**src/rtl/uart_rx_ctrl.sv**
```systemverilog
// ---------------------------------------------------------------------------
// uart_rx_ctrl
//
// Bus-facing receive controller for a UART. Bytes arriving from the UART
// receiver (rx_end pulse + rx_data) are queued in a small FIFO. A
// two-register bus slave exposes status and lets software pop the bytes.
// A level interrupt is raised when enabled and data or an error is pending.
//
// Parameters
//   DEPTH    receive FIFO entries (power of two, 2..16)
//   TMO_CYC  idle-timeout threshold in clk cycles (>= 2)
//
// Optional feature macro
//   UART_RX_TIMEOUT_EN  when defined, an idle timer runs while the FIFO holds
//                       data and raises TMO after TMO_CYC-1 quiet cycles.
//                       When undefined there is no timer and TMO reads 0.
//
// Ports
//   clk      in   1   single clock, rising edge
//   reset    in   1   asynchronous, active-low reset
//   rx_end   in   1   one-cycle pulse: byte received
//   rx_data  in   8   received byte, valid while rx_end=1
//   cs_      in   1   chip select, active-low
//   as_      in   1   address strobe, active-low, one cycle per access
//   rw       in   1   1=read, 0=write
//   addr     in   1   0=STATUS, 1=DATA
//   wr_data  in  32   bus write data
//   rd_data  out 32   bus read data, valid while rdy_=0, else 0
//   rdy_     out  1   bus ready, active-low
//   irq      out  1   level interrupt request
//
// Register map
//   STATUS (addr 0) read : bit0 IE, bit1 AVAIL, bit2 OVR, bit3 TMO,
//                          bits[7:4] FIFO count, others 0
//   STATUS (addr 0) write: bit0 loads IE, bit2 / bit3 write-1-to-clear
//                          OVR / TMO
//   DATA   (addr 1) read : head byte zero-extended, popped; 0 when empty
//   DATA   (addr 1) write: ignored, still acknowledged
// ---------------------------------------------------------------------------
module uart_rx_ctrl #(
  parameter int DEPTH   = 4,
  parameter int TMO_CYC = 1024
) (
  input  logic        clk,
  input  logic        reset,
  input  logic        rx_end,
  input  logic [7:0]  rx_data,
  input  logic        cs_,
  input  logic        as_,
  input  logic        rw,
  input  logic        addr,
  input  logic [31:0] wr_data,
  output logic [31:0] rd_data,
  output logic        rdy_,
  output logic        irq
);

  localparam int PW = $clog2(DEPTH);
  localparam int CW = $clog2(DEPTH + 1);

  // -------------------------------------------------------------------------
  // Bus handshake: an access is presented on any rising edge where cs_=0 and
  // as_=0 (the strobe acts as "valid"). The slave never stalls: rdy_ goes low
  // for exactly the following cycle with rd_data registered alongside it, and
  // rd_data is forced to 0 whenever rdy_ is high. Back-to-back strobes are
  // separate accesses, each acknowledged in its own following cycle.
  // -------------------------------------------------------------------------
  logic acc;
  logic rd_stat;
  logic rd_dat;
  logic wr_stat;

  assign acc     = ~cs_ & ~as_;
  assign rd_stat = acc &  rw & ~addr;
  assign rd_dat  = acc &  rw &  addr;
  assign wr_stat = acc & ~rw & ~addr;

  // FIFO state
  logic [7:0]    mem [DEPTH];
  logic [PW-1:0] wr_ptr;
  logic [PW-1:0] rd_ptr;
  logic [CW-1:0] count;
  logic          empty;
  logic          full;

  // Control / status flags
  logic ie;
  logic ovr;
  logic tmo;

  assign empty = (count == '0);
  assign full  = (count == CW'(DEPTH));

  // Pop happens in the access cycle of a DATA read on a non-empty FIFO.
  // Because the pop is applied before the push, a full FIFO that is being
  // popped still accepts the incoming byte and does not overflow.
  logic pop;
  logic push;
  logic drop;

  assign pop  = rd_dat & ~empty;
  assign push = rx_end & (~full | pop);
  assign drop = rx_end & full & ~pop;

  // Count field is only 4 bits wide; a 16-deep full FIFO reports 15.
  logic [3:0] cnt_field;
  assign cnt_field = (int'(count) > 15) ? 4'hF : 4'(count);

  logic [31:0] status_word;
  assign status_word = {24'h0, cnt_field, tmo, ovr, ~empty, ie};

  logic [31:0] read_word;
  always_comb begin
    read_word = 32'h0;
    if (rd_stat) begin
      read_word = status_word;
    end else if (rd_dat && !empty) begin
      read_word = {24'h0, mem[rd_ptr]};
    end
  end

  // Byte storage carries no reset: stale contents are unreachable once the
  // pointers and count are cleared.
  always_ff @(posedge clk) begin
    if (push) begin
      mem[wr_ptr] <= rx_data;
    end
  end

  // Bus response, FIFO bookkeeping, IE / OVR and interrupt
  always_ff @(posedge clk or negedge reset) begin
    if (!reset) begin
      wr_ptr  <= '0;
      rd_ptr  <= '0;
      count   <= '0;
      ie      <= 1'b0;
      ovr     <= 1'b0;
      rdy_    <= 1'b1;
      rd_data <= 32'h0;
      irq     <= 1'b0;
    end else begin
      rdy_    <= ~acc;
      rd_data <= read_word;

      if (push) begin
        wr_ptr <= wr_ptr + PW'(1);
      end
      if (pop) begin
        rd_ptr <= rd_ptr + PW'(1);
      end
      if (push && !pop) begin
        count <= count + CW'(1);
      end else if (pop && !push) begin
        count <= count - CW'(1);
      end

      if (wr_stat) begin
        ie <= wr_data[0];
      end

      // A new overflow wins over a simultaneous software clear.
      if (drop) begin
        ovr <= 1'b1;
      end else if (wr_stat && wr_data[2]) begin
        ovr <= 1'b0;
      end

      // Built from the current registered state, so irq trails it by a cycle.
      irq <= ie & (~empty | ovr | tmo);
    end
  end

`ifdef UART_RX_TIMEOUT_EN
  // -------------------------------------------------------------------------
  // Idle timer: counts quiet cycles while bytes sit in the FIFO. Any push or
  // pop, or an empty FIFO, restarts it. TMO is raised on the edge where the
  // counter reaches TMO_CYC-1; the counter then holds there, so TMO is raised
  // once per idle period and a software clear sticks until the next period.
  // -------------------------------------------------------------------------
  localparam int TW = $clog2(TMO_CYC);
  localparam logic [TW-1:0] TMO_LAST = TW'(TMO_CYC - 1);
  localparam logic [TW-1:0] TMO_PRE  = TW'(TMO_CYC - 2);

  logic [TW-1:0] tmo_cnt;
  logic          tmo_restart;
  logic          tmo_hit;

  assign tmo_restart = push | pop | empty;
  assign tmo_hit     = ~tmo_restart & (tmo_cnt == TMO_PRE);

  always_ff @(posedge clk or negedge reset) begin
    if (!reset) begin
      tmo_cnt <= '0;
      tmo     <= 1'b0;
    end else begin
      if (tmo_restart) begin
        tmo_cnt <= '0;
      end else if (tmo_cnt != TMO_LAST) begin
        tmo_cnt <= tmo_cnt + TW'(1);
      end

      if (tmo_hit) begin
        tmo <= 1'b1;
      end else if (wr_stat && wr_data[3]) begin
        tmo <= 1'b0;
      end
    end
  end
`else
  // No timer in this build: TMO is constant 0 and never reaches irq.
  assign tmo = 1'b0;

  logic unused_tmo_cfg;
  assign unused_tmo_cfg = (TMO_CYC < 2) ^ wr_data[3];
`endif

  // Write-data bits with no register behind them.
  logic unused_wr_bits;
  assign unused_wr_bits = ^{wr_data[31:4], wr_data[1]};

endmodule

```
**config.mk**
```make
export PLATFORM = sky130hd
export DESIGN_NAME = uart_rx_ctrl
export DESIGN_NICKNAME = d
export VERILOG_FILES = /design/src/rtl/uart_rx_ctrl.sv
export SDC_FILE = /design/constraint.sdc
export NUM_CORES = 1
export LEC_CHECK = 0
export BUFFER_PORTS_ARGS = -buffer_cell sky130_fd_sc_hd__buf_2
export CAP_MARGIN = 20
export CORE_MARGIN = 1
export CORE_UTILIZATION = 40
export CTS_CLUSTER_SIZE = 12
export DETAILED_ROUTE_END_ITERATION = 6
export GPL_TIMING_DRIVEN = 0
export PLACE_DENSITY = 0.78
export SYNTH_ARGS = -nofsm -noshare
export SYNTH_HDL_FRONTEND = slang
export SYNTH_SLANG_ARGS = --single-unit
```
**constraint.sdc**
```tcl
create_clock -name clk -period 5.12 [get_ports clk]
set_clock_uncertainty 0.05 [all_clocks]
set_input_delay 0.256 -clock clk [delete_from_list [all_inputs] [get_ports clk]]
set_output_delay 0.256 -clock clk [all_outputs]
set_load 0.01 [all_outputs]
```
==> impl_metrics.env <==
export IMPL_drc=0
export IMPL_power_density_nw_per_um2=433
export IMPL_antenna_found_initial=0
export IMPL_fmax_mhz=419
export IMPL_insertion_delay_ns=0.31
export IMPL_reg2reg_from="count[2]"
export IMPL_die_w_um=76.8
export IMPL_cts_resized=0
export IMPL_ys_seq_elements=51
export IMPL_grt_pass1_wl_mm=5.50
export IMPL_place_congestion=0.724
export IMPL_fin_setup_tns_ns=0
export IMPL_ys_warn_count=0
export IMPL_total_leakage_power_nw=1.14
export IMPL_start_util_pct=42.7
export IMPL_clock_sinks=51
export IMPL_die_area_um2=5900
export IMPL_reg2reg_depth=10
export IMPL_max_cap_violations=0
export IMPL_crit_path_start="count[2]"
export IMPL_layout_common_cells="32 x edfxtp_1, 26 x buf_2, 25 x buf_4"
export IMPL_p_total_mw=1.14
export IMPL_avgSynthCellArea_um2=16.6
export IMPL_crit_top_cell="xor2_1"
export IMPL_syn_to_final_growth_pct=18.1
export IMPL_yosysUniqueCellTypes=33
export IMPL_startpoint_type="flip-flop"
export IMPL_min_path_cells=1
export IMPL_peakVddDrop_mv=0.250
export IMPL_pre_cts_slack_ns=2.75
export IMPL_min_delay_start="rx_data[1]"
export IMPL_wire_per_inst_um=12.7
export IMPL_dp_cells=254
export IMPL_drt_wl_total_mm=3.34
export IMPL_antenna_cells=0
export IMPL_grt_max_degree=20
export IMPL_hp_class="primary input to flip-flop"
export IMPL_cts_tree="built"
export IMPL_clock_path_buffers=2
export IMPL_maxSlewViolCount=0
export IMPL_core_area_um2=5240
export IMPL_ios=81
export IMPL_cpPeakStageDelay_ns=0.46
export IMPL_portBuffers=26
export IMPL_dpl_instance_area_um2=2540
export IMPL_status="complete, no violations"
export IMPL_die_h_um=76.8
export IMPL_n_fill_cell=456
export IMPL_fin_util_pct=50.5
export IMPL_grtUsageTotal_pct=12.7
export IMPL_syn_inst=135
export IMPL_grt_pass1_vias=1141
export IMPL_hold_violations=0
export IMPL_critPathKind="flip-flop to flip-flop"
export IMPL_ant_nets=0
export IMPL_stdcell_area_um2=2640
export IMPL_via_count=1152
export IMPL_dr_pass1_iters=4
export IMPL_end_kind="flip-flop"
export IMPL_cp_max_fo=6
export IMPL_r2r_end="count[2]"
export IMPL_synthesis_area_um2=2240
export IMPL_fin_crit_ns=2.39
export IMPL_seqCellArea_um2=1440
export IMPL_crit_required_ns=5.30
export IMPL_multiInputGateArea_um2=664
export IMPL_cpMaxStageDelayCell="dfrtp_1"
export IMPL_drive_gt1_share_pct=40.9
export IMPL_rsz0062_at_grt="no"
export IMPL_numCtsBuffers=5
export IMPL_cts_root_buffer="clkbuf_8"
export IMPL_gr_total_overflow=0
export IMPL_htreeDepth=2
export IMPL_clkTransAtPathRegs_ns=0.09
export IMPL_nets=245
export IMPL_whs_ns=0.111
export IMPL_drtIter0Drc=51
export IMPL_fin_ws_ns=2.73
export IMPL_setup_violations=0
export IMPL_fin_crit_sh_pct=46.6
export IMPL_viasPerCell=4.38
export IMPL_dp_final_hpwl_mm=2.40
export IMPL_final_common_cell="edfxtp_1"
export IMPL_final_cell_count_no_fill=263
export IMPL_rows=26
export IMPL_yosysSeqAreaShare_pct=64.2
export IMPL_arrival_ns=2.57
export IMPL_r2r_slack_ns=2.73
export IMPL_path_cells="or3_4 > and2_4 > buf_6 > inv_2 > ha_1 > inv_1 > fa_1 > xor2_1 > nor2_1 > xor2_1"
export IMPL_hold_end="mem[3][1]"
==> state kept, by name, summed over array words and instances (netlist names) <==
| register | count |
|---|---|
| rd_data | 8 |
| rd_ptr | 2 |
| ovr | 1 |
| mem | 32 |
| ie | 1 |
| wr_ptr | 2 |
| rdy_ | 1 |
| irq | 1 |
| count | 3 |
==> cells by family after synthesis <==
kind of cell,after synthesis,synth area share [%]
other cells,1,0.168
buf+inv,32,9.95
xor+xnor,6,2.35
flops,51,64.2
mux,11,9.56
simple gates,20,6.43
fa+ha+maj,6,3.69
compound gates,8,3.63
==> worst max-delay path, delay by kind of cell (launching register included) <==
family        cells  cell delay, ns
fa+ha+maj         2            0.55
buf+inv           3            0.24
simple gates      3            0.72
flops             1            0.46
xor+xnor          2            0.30
==> Yosys cell counts <==
cell type  instances  share of area (%)
edfxtp_1          32                 43
buf_4             25                8.4
dfrtp_1           18                 20
mux4_2             8                8.0
a22o_1             5                2.0
ha_1               5                2.8
and2_1             4                1.1
inv_1              4               0.67
xnor2_1            4                1.6
mux2_2             3                1.5
and3_1             2               0.56
nand3_1            2               0.45
nor2_1             2               0.34
xor2_1             2               0.78
a31oi_4            1               0.95
and2_4             1               0.39
and4bb_2           1               0.56
buf_6              1               0.50
clkbuf_2           1               0.22
conb_1             1               0.17
dfstp_2            1                1.2
fa_1               1               0.89
inv_2              1               0.17
nand2_1            1               0.17
nand4bb_1          1               0.50
nor2b_1            1               0.28
nor3b_2            1               0.56
nor4_1             1               0.28
nor4bb_1           1               0.45
o21a_1             1               0.34
o2bb2ai_1          1               0.39
or2_2              1               0.28
or3_4              1               0.50
==> routing by layer <==
| metal | routed length [µm] | part of all wire [%] | GRT usage (%) | vias up |
|---|---|---|---|---|
| met2 | 1670 | 50 | 20.6 | 48 |
| met4 | 66 | 2.0 | 6.35 | 0 |
| li1 | - | - | - | 555 |
| met5 | 0 | 0 | 0 | - |
| met1 | 1380 | 41 | 15.9 | 542 |
| met3 | 232 | 6.9 | 2.98 | 7 |
==> report_power, final <==
| group | internal [mW] | total (mW) | leakage, nW | switching, mW |
|---|---|---|---|---|
| sequential | 0.538 | 0.584 | 0.531 | 0.0464 |
| combinational | 0.165 | 0.327 | 0.566 | 0.162 |
| clock | 0.0983 | 0.232 | 0.0454 | 0.134 |
==> layout make-up <==
class | instances | area share [%]
plain buffers | 27 | 7.72
clock buffers | 6 | 2.75
clock inverters | 2 | 0.663
inverters | 5 | 0.710
multi-input cells | 75 | 25.1
well taps | 70 | 3.31
repair buffers | 27 | 5.30
flip-flops and latches | 51 | 54.4
==> what timing repair did <==
action                     CTS  global route
buffers inserted             0             0
hold buffers                 1             0
hold endpoints to repair    18             0
setup endpoints to repair    0             0
==> worst max-delay path by stage <==
stage | slack [ns] | endpoint | depth (start not counted)
2_1_floorplan | 2.88 | count[2] | 10
3_3_place_gp | 2.78 | count[2] | 10
3_5_place_dp | 2.75 | count[2] | 10
4_1_cts | 2.72 | count[2] | 10
5_1_grt | 2.54 | count[2] | 10
6_report | 2.73 | count[2] | 10
Note: power is estimated with default switching activity, not from simulation.
